===== src/rtl/pixel_pkg.sv =====
// rtl/pixel_pkg.sv - shared widths, coordinate/beat structs and FSM states for the pixel combinator
package pixel_pkg;

    localparam int PIXEL_DATA_WIDTH = 10;
    localparam int RBG_SIZE         = 24;
    localparam int DATA_WIDTH       = 32;

    typedef struct packed {
        logic [PIXEL_DATA_WIDTH-1:0] x;
        logic [PIXEL_DATA_WIDTH-1:0] y;
    } pixel_coord_t;

    typedef struct packed {
        logic [RBG_SIZE-1:0] colour;
        logic                sof;
        logic                eol;
    } out_beat_t;

    typedef enum logic [1:0] {
        IDLE  = 2'd0,
        SEEK  = 2'd1,
        PARK  = 2'd2,
        DRAIN = 2'd3
    } comb_state_t;

endpackage


===== src/rtl/pixel_combinator_if.sv =====
// rtl/pixel_combinator_if.sv - ready/valid pixel output stream
// Signals: out_data (zero-extended colour), out_valid, out_ready,
//          out_sof (pixel at (0,0)), out_eol (last pixel of a line).
// master = pixel source, slave = pixel sink.
interface pixel_combinator_if;
    import pixel_pkg::*;

    logic [DATA_WIDTH-1:0] out_data;
    logic                  out_valid;
    logic                  out_ready;
    logic                  out_sof;
    logic                  out_eol;

    modport master (
        output out_data,
        output out_valid,
        output out_sof,
        output out_eol,
        input  out_ready
    );

    modport slave (
        input  out_data,
        input  out_valid,
        input  out_sof,
        input  out_eol,
        output out_ready
    );
endinterface


===== src/rtl/pixel_out_fifo.sv =====
// rtl/pixel_out_fifo.sv - 2-entry first-word-fall-through buffer of output beats
// Ports: clk, reset (sync, active-high); wr_en/wr_data write side;
//        rd_en/rd_data read side (rd_data is the head while !empty);
//        count/full/empty occupancy status.
module pixel_out_fifo
    import pixel_pkg::*;
(
    input  logic      clk,
    input  logic      reset,
    input  logic      wr_en,
    input  out_beat_t wr_data,
    input  logic      rd_en,
    output out_beat_t rd_data,
    output logic [1:0] count,
    output logic      full,
    output logic      empty
);
    out_beat_t mem [2];
    logic      wr_ptr;
    logic      rd_ptr;
    logic      wr_ok;
    logic      rd_ok;

    assign empty   = (count == 2'd0);
    assign full    = (count == 2'd2);
    assign rd_ok   = rd_en && !empty;
    // A write into a full buffer is fine when the head leaves on the same edge.
    assign wr_ok   = wr_en && (!full || rd_ok);
    assign rd_data = mem[rd_ptr];

    always_ff @(posedge clk) begin
        if (reset) begin
            wr_ptr <= 1'b0;
            rd_ptr <= 1'b0;
            count  <= 2'd0;
        end else begin
            if (wr_ok) begin
                mem[wr_ptr] <= wr_data;
                wr_ptr      <= ~wr_ptr;
            end
            if (rd_ok) begin
                rd_ptr <= ~rd_ptr;
            end
            count <= count + {1'b0, wr_ok} - {1'b0, rd_ok};
        end
    end
endmodule


===== src/rtl/pixel_combinator.sv =====
// rtl/pixel_combinator.sv - collects popped queue colours in raster order and streams them out
// Ports: clk, reset (sync, active-high); start_i frame start pulse (IDLE only);
//        pop_i/colour_i per-queue pop strobe and colour slice;
//        xpixel_check/ypixel_check wanted coordinate broadcast to all queues;
//        pix output pixel stream; busy (not IDLE); frame_done pulse; err_o sticky error.
module pixel_combinator
    import pixel_pkg::*;
#(
    parameter int X_SIZE     = 640,
    parameter int Y_SIZE     = 480,
    parameter int NUM_QUEUES = 4
) (
    input  logic                           clk,
    input  logic                           reset,
    input  logic                           start_i,
    input  logic [NUM_QUEUES-1:0]          pop_i,
    input  logic [NUM_QUEUES*RBG_SIZE-1:0] colour_i,
    output logic [PIXEL_DATA_WIDTH-1:0]    xpixel_check,
    output logic [PIXEL_DATA_WIDTH-1:0]    ypixel_check,
    pixel_combinator_if.master             pix,
    output logic                           busy,
    output logic                           frame_done,
    output logic                           err_o
);
    localparam logic [PIXEL_DATA_WIDTH-1:0] X_LAST = PIXEL_DATA_WIDTH'(X_SIZE - 1);
    localparam logic [PIXEL_DATA_WIDTH-1:0] Y_LAST = PIXEL_DATA_WIDTH'(Y_SIZE - 1);
    localparam pixel_coord_t PARK_COORD = '{x: X_LAST, y: Y_LAST};

    // All-ones marks an empty queue head, so no real coordinate may reach it.
    if (X_SIZE >= (2 ** PIXEL_DATA_WIDTH) - 1 || Y_SIZE >= (2 ** PIXEL_DATA_WIDTH) - 1) begin : g_size_check
        $error("pixel_combinator: X_SIZE and Y_SIZE must be below 2**PIXEL_DATA_WIDTH - 1");
    end

    comb_state_t         state;
    comb_state_t         state_next;
    pixel_coord_t        coord;
    pixel_coord_t        last_coord;
    pixel_coord_t        check;
    logic [RBG_SIZE-1:0] sel_colour;
    logic                pop_any;
    logic                pop_multi;
    logic                pop_err;
    logic                is_last;
    logic                fifo_wr;
    logic                fifo_rd;
    logic [1:0]          fifo_count;
    logic [1:0]          count_next;
    logic                fifo_full;
    logic                fifo_empty;
    out_beat_t           wr_beat;
    out_beat_t           rd_beat;

    // Lowest-index pop wins: scan downwards so the last hit is the lowest bit.
    always_comb begin
        sel_colour = '0;
        for (int q = NUM_QUEUES - 1; q >= 0; q--) begin
            if (pop_i[q]) begin
                sel_colour = colour_i[q*RBG_SIZE +: RBG_SIZE];
            end
        end
    end

    assign pop_any   = |pop_i;
    assign pop_multi = |(pop_i & (pop_i - NUM_QUEUES'(1)));
    assign pop_err   = pop_any && ((state != SEEK) || pop_multi);
    assign is_last   = (coord.x == X_LAST) && (coord.y == Y_LAST);

    assign fifo_wr    = (state == SEEK) && pop_any;
    assign fifo_rd    = !fifo_empty && pix.out_ready;
    assign count_next = fifo_count + {1'b0, fifo_wr} - {1'b0, fifo_rd};

    assign wr_beat.colour = sel_colour;
    assign wr_beat.sof    = (coord.x == '0) && (coord.y == '0);
    assign wr_beat.eol    = (coord.x == X_LAST);

    pixel_out_fifo u_fifo (
        .clk     (clk),
        .reset   (reset),
        .wr_en   (fifo_wr),
        .wr_data (wr_beat),
        .rd_en   (fifo_rd),
        .rd_data (rd_beat),
        .count   (fifo_count),
        .full    (fifo_full),
        .empty   (fifo_empty)
    );

    always_ff @(posedge clk) begin
        if (reset) begin
            state <= IDLE;
        end else begin
            state <= state_next;
        end
    end

    always_comb begin
        state_next = state;
        case (state)
            IDLE: begin
                if (start_i) state_next = SEEK;
            end
            SEEK: begin
                if (fifo_wr) begin
                    if (is_last) begin
                        state_next = DRAIN;
                    end else if (count_next == 2'd2) begin
                        state_next = PARK;
                    end
                end
            end
            PARK: begin
                if (!fifo_full) state_next = SEEK;
            end
            DRAIN: begin
                if (count_next == 2'd0) state_next = IDLE;
            end
            default: state_next = IDLE;
        endcase
    end

    // While parked we show the pixel just taken: it is already popped and unique
    // within the frame, so no queue can match until we move on.
    always_comb begin
        busy  = (state != IDLE);
        check = PARK_COORD;
        case (state)
            SEEK:    check = coord;
            PARK:    check = last_coord;
            default: check = PARK_COORD;
        endcase
    end

    assign xpixel_check = check.x;
    assign ypixel_check = check.y;

    always_ff @(posedge clk) begin
        if (reset) begin
            coord      <= '0;
            last_coord <= '0;
            err_o      <= 1'b0;
            frame_done <= 1'b0;
        end else begin
            frame_done <= (state == DRAIN) && (count_next == 2'd0);
            if (state == IDLE && start_i) begin
                coord <= '0;
            end else if (fifo_wr) begin
                last_coord <= coord;
                if (coord.x == X_LAST) begin
                    coord.x <= '0;
                    coord.y <= coord.y + 1'b1;
                end else begin
                    coord.x <= coord.x + 1'b1;
                end
            end
            if (pop_err) begin
                err_o <= 1'b1;
            end
        end
    end

    // Outputs are forced to zero while empty so stale buffer contents never show.
    assign pix.out_valid = !fifo_empty;
    assign pix.out_data  = fifo_empty ? '0 : DATA_WIDTH'(rd_beat.colour);
    assign pix.out_sof   = !fifo_empty && rd_beat.sof;
    assign pix.out_eol   = !fifo_empty && rd_beat.eol;
endmodule


===== src/flat_wrapper.sv =====
// flat-port wrapper written by rule: the top's interface ports become plain ports
module pixel_combinator_flat import pixel_pkg::*;
#(
    parameter int X_SIZE     = 640,
    parameter int Y_SIZE     = 480,
    parameter int NUM_QUEUES = 4
)
  (clk, reset, start_i, pop_i, colour_i, xpixel_check, ypixel_check, busy, frame_done, err_o, pix_out_data, pix_out_valid, pix_out_sof, pix_out_eol, pix_out_ready);
  pixel_combinator_if pix_i ();
  input  logic clk;
  input  logic reset;
  input  logic start_i;
  input  logic [NUM_QUEUES-1:0] pop_i;
  input  logic [NUM_QUEUES*RBG_SIZE-1:0] colour_i;
  output logic [PIXEL_DATA_WIDTH-1:0] xpixel_check;
  output logic [PIXEL_DATA_WIDTH-1:0] ypixel_check;
  output logic busy;
  output logic frame_done;
  output logic err_o;
  output wire logic [$bits(pix_i.out_data)-1:0] pix_out_data;
  output wire logic [$bits(pix_i.out_valid)-1:0] pix_out_valid;
  output wire logic [$bits(pix_i.out_sof)-1:0] pix_out_sof;
  output wire logic [$bits(pix_i.out_eol)-1:0] pix_out_eol;
  input wire logic [$bits(pix_i.out_ready)-1:0] pix_out_ready;
  assign pix_out_data = pix_i.out_data;
  assign pix_out_valid = pix_i.out_valid;
  assign pix_out_sof = pix_i.out_sof;
  assign pix_out_eol = pix_i.out_eol;
  assign pix_i.out_ready = pix_out_ready;
  pixel_combinator #(.X_SIZE(X_SIZE), .Y_SIZE(Y_SIZE), .NUM_QUEUES(NUM_QUEUES)) u_core (.clk(clk), .reset(reset), .start_i(start_i), .pop_i(pop_i), .colour_i(colour_i), .xpixel_check(xpixel_check), .ypixel_check(ypixel_check), .pix(pix_i), .busy(busy), .frame_done(frame_done), .err_o(err_o));
endmodule

===== config.mk =====
export PLATFORM = sky130hd
export DESIGN_NAME = pixel_combinator_flat
export DESIGN_NICKNAME = d
export VERILOG_FILES = /design/src/rtl/pixel_pkg.sv /design/src/rtl/pixel_combinator_if.sv /design/src/rtl/pixel_out_fifo.sv /design/src/rtl/pixel_combinator.sv /design/src/flat_wrapper.sv
export SDC_FILE = /design/constraint.sdc
export NUM_CORES = 1
export LEC_CHECK = 0
export CORE_MARGIN = 2
export CORE_UTILIZATION = 33
export DETAILED_ROUTE_END_ITERATION = 16
export GPL_TIMING_DRIVEN = 0
export SYNTH_ARGS = -nofsm -noshare
export SYNTH_HDL_FRONTEND = slang
export SYNTH_SLANG_ARGS = --single-unit

===== constraint.sdc =====
create_clock -name clk -period 3.9 [get_ports clk]
set_input_delay 0.39 -clock clk [delete_from_list [all_inputs] [get_ports clk]]
set_output_delay 0.39 -clock clk [all_outputs]
set_load 0.02 [all_outputs]

* Word level (Yosys, flattened, before mapping) *
Memory sizes are Yosys's and may differ from the RTL's. A register that Yosys moved wholly into a read port is not among the register bits.
Cells that the tools add are included.

cells by class
  add/sub/neg operators = 7
  bitwise logic cells = 4
  reductions and logical operators = 27
  eq/ne operators = 13
  multiplexer cells = 19

operators with widths
  operator                                          number
  two-way mux 24 bit                                5
  one-hot mux 20 bit (2 select lines)               1
  adder 10 x 1 -> 10 bit, second input constant     2
  logical NOT 10 bit                                2
  two-way mux 2 bit                                 6
  logical AND 1 bit                                 11
  == test 10 bit, second input constant             1
  == test 10 x 9 -> 1 bit, second input constant    1
  two-way mux 10 bit                                1
  == test 2 bit, second input constant              4
  one-hot mux 2 bit (4 select lines)                1
  OR reduction 4 bit                                2
  logical NOT 2 bit                                 3
  != test 2 x 1 -> 1 bit, second input constant     3
  two-way mux 1 bit                                 5
  AND reduction 5 bit                               1
  adder 2 x 1 -> 2 bit                              2
  bitwise AND 4 bit                                 1
  != test 2 bit, second input constant              2
  AND reduction 2 bit                               2
  subtractor 2 x 1 -> 2 bit                         2
  subtractor 4 x 1 -> 4 bit, second input constant  1
  != test 3 x 2 -> 1 bit, second input constant     1
  NOT 1 bit                                         3
  5 further kinds                                   7

word-level totals
  output and inout port bits = 58
  bits of input ports = 104
  logic and storage cells = 81
  bits in registers = 48
  memories kept = 1
  RAM bits = 52

memory list
  memory             words  width  read ports  clocked after Yosys merged registers in  wr ports  line                  RTL
  u_core.u_fifo.mem  2      26     1           1                                        1         pixel_out_fifo.sv:18  out_beat_t mem [2];

* Longest topological paths before layout *
  depth after elaboration = 9
  depth in mapped cells = 14
  mapped depth without buffers = 13

* Hierarchy *
A second synthesis with hierarchy kept.

second synthesis, totals
  cells, all modules = 587
  area total of the unflattened synthesis = 5363.9 um2

modules (own cells, without submodules)
  module            cells each  area an instance (um2)  seq. area each (um2)  times used
  pixel_combinator  476         3234.4                  880.8                 1
  pixel_out_fifo    111         2129.5                  1661.6                1

* Worst setup path before layout *
Ideal clock, no wire load.

  path kind = register to register
  start point = reg u_core.state[1]
  end point = mem u_core.u_fifo.mem[1][0] in the netlist's numbering (enable)
  setup time = 447 ps
  cell stages (with the launch flop) = 9
  arrival = 3422 ps
  required time = 3453 ps
  slack = 31 ps
  buffers on the path = 2
  clock period less this slack = 3869 ps
  cell sequence = dfxtp_1 -> inv_1 -> ha_1 -> clkbuf_2 -> inv_2 -> nor2_4 -> clkbuf_1 -> o21ai_0 -> nor3b_1

on the way
  word-level cells in the longest chain between the ends = 6

RTL lines
  element                                  line                    RTL
  start, declared                          pixel_combinator.sv:34  comb_state_t state;
  start signal, assigned                   pixel_combinator.sv:92  state <= state_next;
  == test 2 x 1 -> 1 bit                   pixel_combinator.sv:68  assign fifo_wr = (state == SEEK) && pop_any;
  logical AND 1 bit                        pixel_combinator.sv:68
  logical AND 1 bit                        pixel_out_fifo.sv:28    assign wr_ok = wr_en && (!full || rd_ok);
  two-way mux 1 bit                        pixel_out_fifo.sv:37    if (wr_ok) begin
  two-way mux 1 bit                        pixel_out_fifo.sv:32    if (reset) begin
  two-way mux 1 bit (not written as such)  pixel_out_fifo.sv:38    mem[wr_ptr] <= wr_data;
  end, declared                            pixel_out_fifo.sv:18

Every way passes these cells.

* Worst setup path after layout *
  start point = reg u_core.state[1]
  end point = out xpixel_check[1]

on the way
  word-level cells in the longest chain between the ends = 2
  elaborated cells between the ends (all ways) = 3
  those cells by class = eq/ne (2); mux (1)

RTL lines
  element                                                         line                     RTL
  == test 2 bit / == test 2 x 1 -> 1 bit (equally long branches)  pixel_combinator.sv:126  case (state)
  one-hot mux 20 bit (2 select lines) *                           pixel_combinator.sv:126
  end, declared                                                   flat_wrapper.sv:15       output logic [PIXEL_DATA_WIDTH-1:0] xpixel_check;

Mark *: on every way between the ends. The rest lies on a longest branch, timed or not.

==> results.md <==
* Critical Path End Type: output pin
* Ys async rst share at 0%
* Reg2reg path depth at 9
* Post-CTS sizing at 0
* Slew margin rel. at 46.5%
* Cell taking the most area after synthesis: edfxtp_1
* Outcome: finished clean
* Hold Crit Depth at 2
* Power density over cell area at 520 nW/µm²
* Actual slew at the worst max-slew pin at around 0.80 ns
* Mean Syn Cell Area at 9.07 µm²
* Vias in the first global route at between 4000 and 5000
* RSZ-0062 raised after global routing: no
* Setup TNS at 0 ns
* Final Hold Vio Count at 0
* 1st-pass router iterations at 4
* Layout cells sized above 1 at 5.39%
* Count of cell types in the netlist at 46
* Mapped Area at 5280 µm²
* Die width at 130 µm
* Die Ht at ~130 µm
* Util after Layout at approximately 47%
* Postcts setup bufs at 0
* Register area share after synthesis at between 40% and 50%
* Wl on met1 at around 7000 µm
* Worst vdd ir at about 0.00032 V
* IO Port Bufs at 151
* Drt wl/cell at 16.6 µm
* HP Class: reg -> reg
* Clk root buf: clkbuf_16
* Nets at 872
* CP arrival at 2.93 ns
* CTS tree: done
* Core Region at 15800 µm²
* Routed Wire Length at 16200 µm
* Slew Viols, Final at 0
* Die ar. at 17000 µm²
* Routability congestion estimate at between 0.8 and 0.9
* Io pins at 162
* Ys Warns at 0
* Setup Crit Path Kind: reg -> out
* Post-synth EDFFs at 52
* Initial antenna violation count at 0
* Clock slew at reported path FFs at ~0.07 ns
* Largest net degree at the start of global routing at 18
* H-tree depth at 3
* DP Wirelength at 12500 µm
* Total GRT Usage at 18.2%
* Synth Instances at 582
* Max incr delay on CP at 0.61 ns
* Post-route DRC at 0
* Max Cap Violations at 0
* Final worst path period need at around 3.3 ns
* Met2 WL at 7740 µm
* FF+latch count, synth at 101
* Crit path required time at 3.51 ns
* Starting density of the core at between 30% and 40%
* Worst-path cell chain: inv_1 > ha_1 > clkbuf_2 > buf_1 > clkbuf_1 > a22oi_1 > nand2_1 > clkdlybuf4s50_1
* CP max stage cell: clkdlybuf4s50_1
* Grt total ovfl at 0
* Top cells by area, synth: edfxtp_1 30%, dfxtp_1 19%, a22oi_1 6.1%, nand2_1 5.3%, mux2i_1 5.1%
* Diode count at 0
* Top achievable clock speed at 0.301 GHz
* Met3 WL at about 1200 µm
* Final period util at 85.2%
* Hold-fix buffers, CTS at 0
* Yosys top cell area share at between 20% and 30%
* Sink count of the clock tree at 101
* Area after DPL at between 7000 and 8000 µm²
* Final Non-Filler Cells at slightly below 1000
* Via density per instance at 4.93
* Design Area, Final at 7410 µm²
* Via count at 4812
* Routed Antenna Nets at 0
* Max Used Layer: met4
* CP max FO at 10
* DP Cell Count at 960
* Main synth FF type: edfxtp_1
* Clock buffer depth at 2
* Synthesis-to-layout area growth at 40.5%
* Total power at 3.85 mW
* Clock latency on the worst-skew pair at 0.34 ns
* Site Rows at 46
* Final setup fails at 0
* P_leak at 2.53 nW
* Initial DRC Count at 295
* Worst Skew at roughly 0.0058 ns
* First-pass GRT wire length at about 24000 µm
* CTS buffer count at 9
* Startpoint types: flop
## cell families after synthesis
group	Yosys count	share of synthesized area (%)
flops	101	48.2
xor+xnor	20	3.58
compound gates	130	14.8
other cells	1	0.0711
simple gates	219	19.2
fa+ha+maj	14	3.27
mux	27	5.12
buf+inv	70	5.71
## synth_stat cells (all sizes together), types with 13 or more instances
| master | number |
|---|---|
| buf | 15 |
| dfxtp | 49 |
| a21oi | 50 |
| mux2i | 27 |
| inv | 14 |
| edfxtp | 52 |
| nand3 | 26 |
| nor2 | 73 |
| o21ai | 29 |
| ha | 13 |
| a22oi | 43 |
| clkbuf | 41 |
| nand2 | 74 |
## registers in the layout (all words and copies together) (netlist names), named ones only
register,count
u_core.frame_done,1
u_core.u_fifo.count,2
u_core.coord,20
u_core.u_fifo.wr_ptr,1
u_core.u_fifo.mem,52
u_core.u_fifo.rd_ptr,1
u_core.last_coord,20
u_core.state,2
u_core.err_o,1
## layout make-up
cell class	instances	area, µm²
Fill cell	1546	8360
Sequential cell	101	2540
Multi-Input combinational cell	418	2470
Timing Repair Buffer	155	1560
Tap cell	216	270
Buffer	56	249
Clock buffer	10	229
Inverter	14	52.6
Clock inverter	6	46.3
## per-layer routing
layer / vias up / track usage, %
met2: 171 / 32.9
met3: 13 / 2.97
met5: - / 0
met1: 2254 / 22.6
met4: 0 / 4.57
li1: 2374 / -
## cell usage in the layout, fill, tap and decap left out, types with 7 or more instances in the layout
| cell type | n |
|---|---|
| dfxtp_1 | 49 |
| ha_1 | 13 |
| clkbuf_1 | 41 |
| o21ai_0 | 29 |
| a22oi_1 | 43 |
| clkdlybuf4s50_1 | 151 |
| conb_1 | 8 |
| nand2_1 | 74 |
| a21oi_1 | 50 |
| nor2_1 | 72 |
| nand3_1 | 26 |
| xnor2_1 | 12 |
| xor2_1 | 7 |
| clkbuf_16 | 9 |
| edfxtp_1 | 52 |
| nand2b_1 | 7 |
| mux2i_1 | 27 |
| inv_1 | 12 |
| buf_4 | 9 |
## metrics by stage
step	hold slack [ns]	setup slack (ns)
final	0.458	0.579
after CTS	0.462	0.580
after global placement	0.437	-1.82
after floorplan	0.437	0.0309
after global routing	0.476	0.420
after detailed placement	0.452	0.414
## where the power goes
part	total [mW]	leakage (nW)	switching (mW)	internal (mW)
Combinational	1.75	1.52	1.01	0.743
Clock	0.830	0.131	0.393	0.438
Sequential	1.27	0.871	0.0442	1.23
## worst max-delay path: cells and delay by family (launching register included)
family | cells | cell delay, ns
fa+ha+maj | 1 | 0.15
compound gates | 1 | 0.15
flops | 1 | 0.34
buf+inv | 5 | 1.84
simple gates | 1 | 0.11
## path summary, 6_finish.rpt
kind                    startpoint                  endpoint  slack [ns]
max                u_core.state[1]           xpixel_check[1]        0.58
min          u_core.last_coord[15]     u_core.last_coord[15]        0.46
min reg2reg  u_core.last_coord[15]     u_core.last_coord[15]        0.46
max reg2reg        u_core.state[1]  u_core.u_fifo.mem[1][13]        0.69
(Power assumes the default switching activity.)
